<file path="config.mk">
export PLATFORM = sky130hd
export DESIGN_NAME = systolic_feeder
export DESIGN_NICKNAME = d
export VERILOG_FILES = /design/src/rtl/systolic_feeder.sv
export SDC_FILE = /design/constraint.sdc
export NUM_CORES = 1
export LEC_CHECK = 0
export ABC_AREA = 1
export BUFFER_PORTS_ARGS = -buffer_cell sky130_fd_sc_hd__buf_2
export CAP_MARGIN = 10
export CELL_PAD_IN_SITES_DETAIL_PLACEMENT = 0
export CELL_PAD_IN_SITES_GLOBAL_PLACEMENT = 1
export CORE_AREA = 2 2 197 199
export CTS_BUF_LIST = sky130_fd_sc_hd__clkbuf_2 sky130_fd_sc_hd__clkbuf_4 sky130_fd_sc_hd__clkbuf_8
export CTS_CLUSTER_SIZE = 10
export DETAILED_ROUTE_END_ITERATION = 6
export DIE_AREA = 0 0 199 201
export GPL_TIMING_DRIVEN = 0
export HOLD_SLACK_MARGIN = 0.12
export PLACE_DENSITY_LB_ADDON = 0.08
export SETUP_SLACK_MARGIN = 0.02
export SLEW_MARGIN = 15
export SYNTH_ARGS = -nofsm -noshare
export SYNTH_HDL_FRONTEND = slang
export SYNTH_SLANG_ARGS = --single-unit
</file>
<file path="constraint.sdc">
create_clock -name clk -period 6.5 [get_ports clk]
set_input_delay 0.325 -clock clk [delete_from_list [all_inputs] [get_ports clk]]
set_output_delay 0.325 -clock clk [all_outputs]
set_load 0.005 [all_outputs]
</file>
<file path="src/rtl/systolic_feeder.sv">
// Input-side sequencer for a SIZE x SIZE systolic MAC array: captures A/B on start,
// then emits CLEAR, skewed FEED beats, DRAIN and a one-cycle DONE (3*SIZE+DRAIN_CYCLES cycles start-to-done).
// No backpressure: start is taken only while ready (IDLE); starts at any other time are dropped, not queued.
//
// Ports:
//   clk, reset (sync, active-low), start         - control inputs
//   a_mat[row][col], b_mat[row][col]              - operand matrices, sampled on the accepting edge
//   ready, done                                   - handshake / completion pulse
//   a_stream[row], b_stream[col]                  - array edge inputs (row-skewed A, column-skewed B)
//   load_en, mult_en, acc_en                      - array controls (clear, multiply, accumulate)
module systolic_feeder #(
    parameter int SIZE         = 4,
    parameter int DRAIN_CYCLES = 2
) (
    input  logic       clk,
    input  logic       reset,
    input  logic       start,
    input  logic [7:0] a_mat [0:SIZE-1][0:SIZE-1],
    input  logic [7:0] b_mat [0:SIZE-1][0:SIZE-1],
    output logic       ready,
    output logic       done,
    output logic [7:0] a_stream [0:SIZE-1],
    output logic [7:0] b_stream [0:SIZE-1],
    output logic       load_en,
    output logic       mult_en,
    output logic       acc_en
);

    localparam int CW = $clog2(3 * SIZE + DRAIN_CYCLES);
    localparam logic [CW-1:0] FEED_LAST  = CW'(3 * SIZE - 3);
    localparam logic [CW-1:0] DRAIN_LAST = CW'(DRAIN_CYCLES - 1);

    typedef enum logic [2:0] {
        IDLE,
        CLEAR,
        FEED,
        DRAIN,
        DONE
    } state_t;

    state_t        state;
    state_t        state_nxt;
    logic [CW-1:0] cnt;
    logic [CW-1:0] cnt_nxt;
    logic          accept;

    logic [7:0]    a_reg [0:SIZE-1][0:SIZE-1];
    logic [7:0]    b_reg [0:SIZE-1][0:SIZE-1];
    logic [7:0]    a_nxt [0:SIZE-1];
    logic [7:0]    b_nxt [0:SIZE-1];

    assign accept = (state == IDLE) && start;

    // State register and beat counter.
    always_ff @(posedge clk) begin
        if (!reset) begin
            state <= IDLE;
            cnt   <= '0;
        end else begin
            state <= state_nxt;
            cnt   <= cnt_nxt;
        end
    end

    // Next state. The counter only advances inside FEED/DRAIN and is zeroed on
    // every transition, so each state sees it start from 0.
    always_comb begin
        state_nxt = state;
        cnt_nxt   = '0;
        case (state)
            IDLE: begin
                if (start) begin
                    state_nxt = CLEAR;
                end
            end
            CLEAR: begin
                state_nxt = FEED;
            end
            FEED: begin
                if (cnt == FEED_LAST) begin
                    state_nxt = DRAIN;
                end else begin
                    cnt_nxt = cnt + 1'b1;
                end
            end
            DRAIN: begin
                if (cnt == DRAIN_LAST) begin
                    state_nxt = DONE;
                end else begin
                    cnt_nxt = cnt + 1'b1;
                end
            end
            DONE: begin
                state_nxt = IDLE;
            end
            default: begin
                state_nxt = IDLE;
            end
        endcase
    end

    // Stream lanes for the upcoming beat. Lane i carries element k when the
    // beat equals i+k, which delays row i of A (and column i of B) by i beats.
    always_comb begin
        for (int i = 0; i < SIZE; i++) begin
            a_nxt[i] = '0;
            b_nxt[i] = '0;
            if (state_nxt == FEED) begin
                for (int k = 0; k < SIZE; k++) begin
                    if (int'(cnt_nxt) == i + k) begin
                        a_nxt[i] = a_reg[i][k];
                        b_nxt[i] = b_reg[k][i];
                    end
                end
            end
        end
    end

    // Operand capture and registered outputs. Outputs are decoded from the next
    // state so they line up with the state register.
    always_ff @(posedge clk) begin
        if (!reset) begin
            for (int i = 0; i < SIZE; i++) begin
                for (int j = 0; j < SIZE; j++) begin
                    a_reg[i][j] <= '0;
                    b_reg[i][j] <= '0;
                end
                a_stream[i] <= '0;
                b_stream[i] <= '0;
            end
            ready   <= 1'b1;
            done    <= 1'b0;
            load_en <= 1'b0;
            mult_en <= 1'b0;
            acc_en  <= 1'b0;
        end else begin
            if (accept) begin
                for (int i = 0; i < SIZE; i++) begin
                    for (int j = 0; j < SIZE; j++) begin
                        a_reg[i][j] <= a_mat[i][j];
                        b_reg[i][j] <= b_mat[i][j];
                    end
                end
            end
            for (int i = 0; i < SIZE; i++) begin
                a_stream[i] <= a_nxt[i];
                b_stream[i] <= b_nxt[i];
            end
            ready   <= (state_nxt == IDLE);
            done    <= (state_nxt == DONE);
            load_en <= (state_nxt == CLEAR);
            mult_en <= (state_nxt == FEED);
            acc_en  <= (state_nxt == FEED) || (state_nxt == DRAIN);
        end
    end

endmodule

</file>
# Word level (Yosys, flattened, before mapping)
# Memory sizes are Yosys's and may differ from the RTL's.
# Index checks and enable logic that the tools add are counted.
dict set report totals {
  regBits 76
  ramBits 256
  inputBits 259
  out_inout_bits 69
  wordCells 146
  mem_count 2
}
# name depth word_bits read_ports rd_ports_with_merged_regs write_ports line
set memory_table {}
lappend memory_table {a_reg 4 32 4 0 4 47} ;# logic [7:0] a_reg [0:SIZE-1][0:SIZE-1];
lappend memory_table {b_reg 4 32 4 0 4 48} ;# logic [7:0] b_reg [0:SIZE-1][0:SIZE-1];
dict set report op_classes {
  addsub 1
  n_eq_ne 15
  n_mux 75
  bitwise 32
  reduce_logical 6
}
# op n
set op_table {}
lappend op_table {{$mux 8} 64}
lappend op_table {{$or 1x1->1} 32}
lappend op_table {{$eq 4x4->1 const B} 4}
lappend op_table {{$eq 3x2->1 const B} 4}
lappend op_table {{$pmux 3 s4} 1}
lappend op_table {{$mux 3} 3}
lappend op_table {{$eq 4x3->1 const B} 2}
lappend op_table {{$mux 4} 2}
lappend op_table {{$pmux 4 s2} 1}
lappend op_table {{$eq 3x1->1 const B} 2}
lappend op_table {{$logic_not 3->1} 2}
lappend op_table {{$add 4x1->4 const B} 1}
lappend op_table {{$eq 4x1->1 const B} 1}
lappend op_table {{$eq 4x2->1 const B} 1}
lappend op_table {{$logic_not 4->1} 1}
lappend op_table {{$mux 1} 4}
lappend op_table {{$eq 3x3->1 const B} 1}
lappend op_table {{$reduce_and 2->1} 1}
lappend op_table {{$logic_and 1x1->1} 1}
lappend op_table {{$logic_or 1x1->1} 1}

# Logic depth before layout (Yosys ltp)
dict set report depth {
  depth_word 8
  mapped_depth 13
  ltp_nobuf 11
}

# Worst setup path after synthesis
# OpenSTA, ideal clock, no wires.
dict set report synth_path {
  kind {reg-to-reg}
  startpoint {register state[0]}
  endpoint {memory a_reg[0][0] in the netlist's numbering (enable)}
  setup_ns 1.962
  t_arrival_ns 4.661
  t_required_ns 4.538
  setup_slack_ns -0.122
  path_stages_with_launch 4
  path_buffers 0
  synth_period_minus_slack_ns 6.622
  path_cell_list {dfxtp_1 nor2_1 nand3_1 nand2_1}
}
# item line
set synth_rtl {}
lappend synth_rtl {{start: declaration} 41} ;# state_t state;
lappend synth_rtl {{start signal: assignment} 60} ;# state <= state_nxt;
lappend synth_rtl {{end: declaration} 47}

==> metrics.txt <==
status=finished, final reports clean; fmax=0.353 GHz; final core occ=0.534; reg-to-reg critical path endpoint=a_stream[8]; total CTS buffers=55; hold path start=start; placed cell area=16600 sq um; Worst Setup End Kind=flop; Final Power=4.95 mW; setup TNS=0 ns; Final Skew=0.0348 ns; setup slack after placement=3.53 ns; I/O Pins=roughly 330; row count=72; mean post-synth cell area=9.43 sq um; max_slew headroom=0.290; unrepaired setup endpoints after global routing=no; Overflow after GRT=0; placed cell count=about 2400; Initial Utilization=0.374; Max VDD drop=155 uV; footprint of the multi-input gates=3600 sq um; H-tree depth=2; final-report hold violation count=0; Final Net Count=2417; DRT Pass-1 Iters=4; DR iter-0 viols=690; cell accounting for the most synthesized area=edfxtp_1; Power Density=approximately 240 nW/um^2; # fillers=~3600; Routed WL=~46000 um; overall routing resource usage=0.232; Hold Slack=0.277 ns; CP Capture Point=a_reg[2][31]; design area=20400 sq um; Tcrit/Tclk final=0.436; Tightest Pin Transition=around 1.1 ns; FF-to-FF setup slack=around 3.7 ns; min cycle time layout=between 2 and 3 ns; Crit. Startpoint=reset; Yosys top cell area share=0.539; clk buf depth=3; GR Util met1=0.313; clock-pin slew on the worst setup and hold paths=0.06 ns; die width=199 um; P&R area growth vs syn=42.8%; worst r2r src=cnt[0]; TritonCTS clock tree=yes; antenna violations before repair=2; Final Setup Violations=0; DIE HEIGHT=201 um; FF+latch count, synth=332; pin count of the biggest net entering global routing=95; register area=between 9000 and 10000 sq um; Final ANT Viol Nets=0; Max Slew Vio Count=0; Synth Net Count=1774; CTS sink cnt=roughly 330; Area contributors post-synth=edfxtp_1, dfxtp_1, nor2_1; crit path DAT=3.18 ns; met3 usage=0.0368; Min-Delay Path Class=in -> reg; startpoint types=primary input; slack of the critical path=3.66 ns; Seq/Total Area, Yosys=0.646; Mapped Cells=1513; critical path type=in -> reg; RD Place Congestion=0.772; die area=40000 sq um; first-pass GRT wire length=68900 um; root buffer cell=clkbuf_8; share of cells above drive strength 1=0.232; Via Count=12000; DP Wirelength=31500 um; Skew-Pair Late Insertion Delay=0.64 ns; core area=38100 sq um; critical path required time=between 6 and 7 ns; Buffers on Ports=327; postcts setup bufs=0; Post-Syn Area=14300 sq um; Cell Count, Final, Fillers Out=2721; post-synth cell types=27; number of max-cap violations=0; Leak=10.0 nW; Top Usage Layer GRT=met2; vias per cell=roughly 4.4; cell depth of the worst flop-to-flop path=11; CTS resizes=0; Residual DRC=0; Avg WL per Cell=16.9 um; number of global-route vias before repair=12400; met2 usage in global routing=0.382; Crit Path Max Fanout=10; Yosys warnings=0
[worst min-delay path by stage]
stage,end,depth (start not counted)
global route,load_en,3
finish,load_en,3
detailed placement,b_stream[28],2
floorplan,ready,1
global placement,a_stream[24],2
CTS,load_en,3
[layout make-up]
cell class,count,area share
clock inverter,6,0.00123
sequential,332,0.452
timing repair buffer,586,0.209
multi-input combinational,824,0.177
buffer,88,0.0227
inverter,269,0.0496
antenna,1,0.000123
clock buffer,97,0.0563
tap,518,0.0318
[critical path: stages]
cell,delay (ns)
dlygate4sd3_1,0.56
buf_2,0.18
inv_1,0.09
clkbuf_1,0.40
nor2_1,0.19
inv_1,0.18
clkbuf_1,0.62
clkbuf_1,0.47
nor2_1,0.16
[layer usage]
metal	up-vias	share of wire
li1	6064	-
met1	5547	0.46
met2	323	0.47
met3	82	0.045
met4	2	0.026
met5	-	0.00024
[cells in the final DEF, fill, tap and decap left out]
cell type and count:
o21ai_2 1, o21ai_0 25, a21oi_2 1, nand2_8 1
dlygate4sd3_1 257, nand2_1 140, clkbuf_4 30, inv_2 1
nor3_2 1, nand2_2 4, inv_1 268, clkinv_2 2
buf_1 1, o21ai_1 38, a31oi_1 1, clkbuf_1 33
nor2_8 1, edfxtp_1 256, clkbuf_8 67, buf_4 6
nand2_4 2, nand3_1 190, nor3_1 1, o21ai_4 1
diode_2 1, clkinv_1 4, nor2_2 4, nand4_1 1
ha_1 2, buf_6 8, dfxtp_1 76, buf_16 2
buf_2 367, nor2_1 399, nand3_2 11
[cell families (layout without fill, tap and decap cells)]
kind of cell,after synthesis,after routing,share of synthesized area
AOI/OAI and AO/OA,67,67,0.0249
adders and majority gates,2,2,0.00175
buffers and inverters,357,1046,0.103
DFF,332,332,0.646
other,0,1,0
and+or+nand+nor,755,755,0.224
[timing repair]
item / 4_1_cts / 5_1_grt
setup endpoints to repair: 0 / 0
hold buffers: 257 / 0
hold endpoints to repair: 257 / 0
[power breakdown]
part | internal (mW) | total [mW] | switching (mW)
combinational | 0.230 | 0.510 | 0.279
clock | 1.10 | 1.94 | 0.842
sequential | 2.46 | 2.50 | 0.0409
[synth_stat cells, drive strengths merged]
library cell	number
nand2	147
ha	2
nor3	2
nor2	404
clkbuf	33
nand3	201
a31oi	1
a21oi	1
inv	269
edfxtp	256
buf	55
dfxtp	76
o21ai	65
nand4	1
No activity file was read; power rests on OpenSTA's default activity.
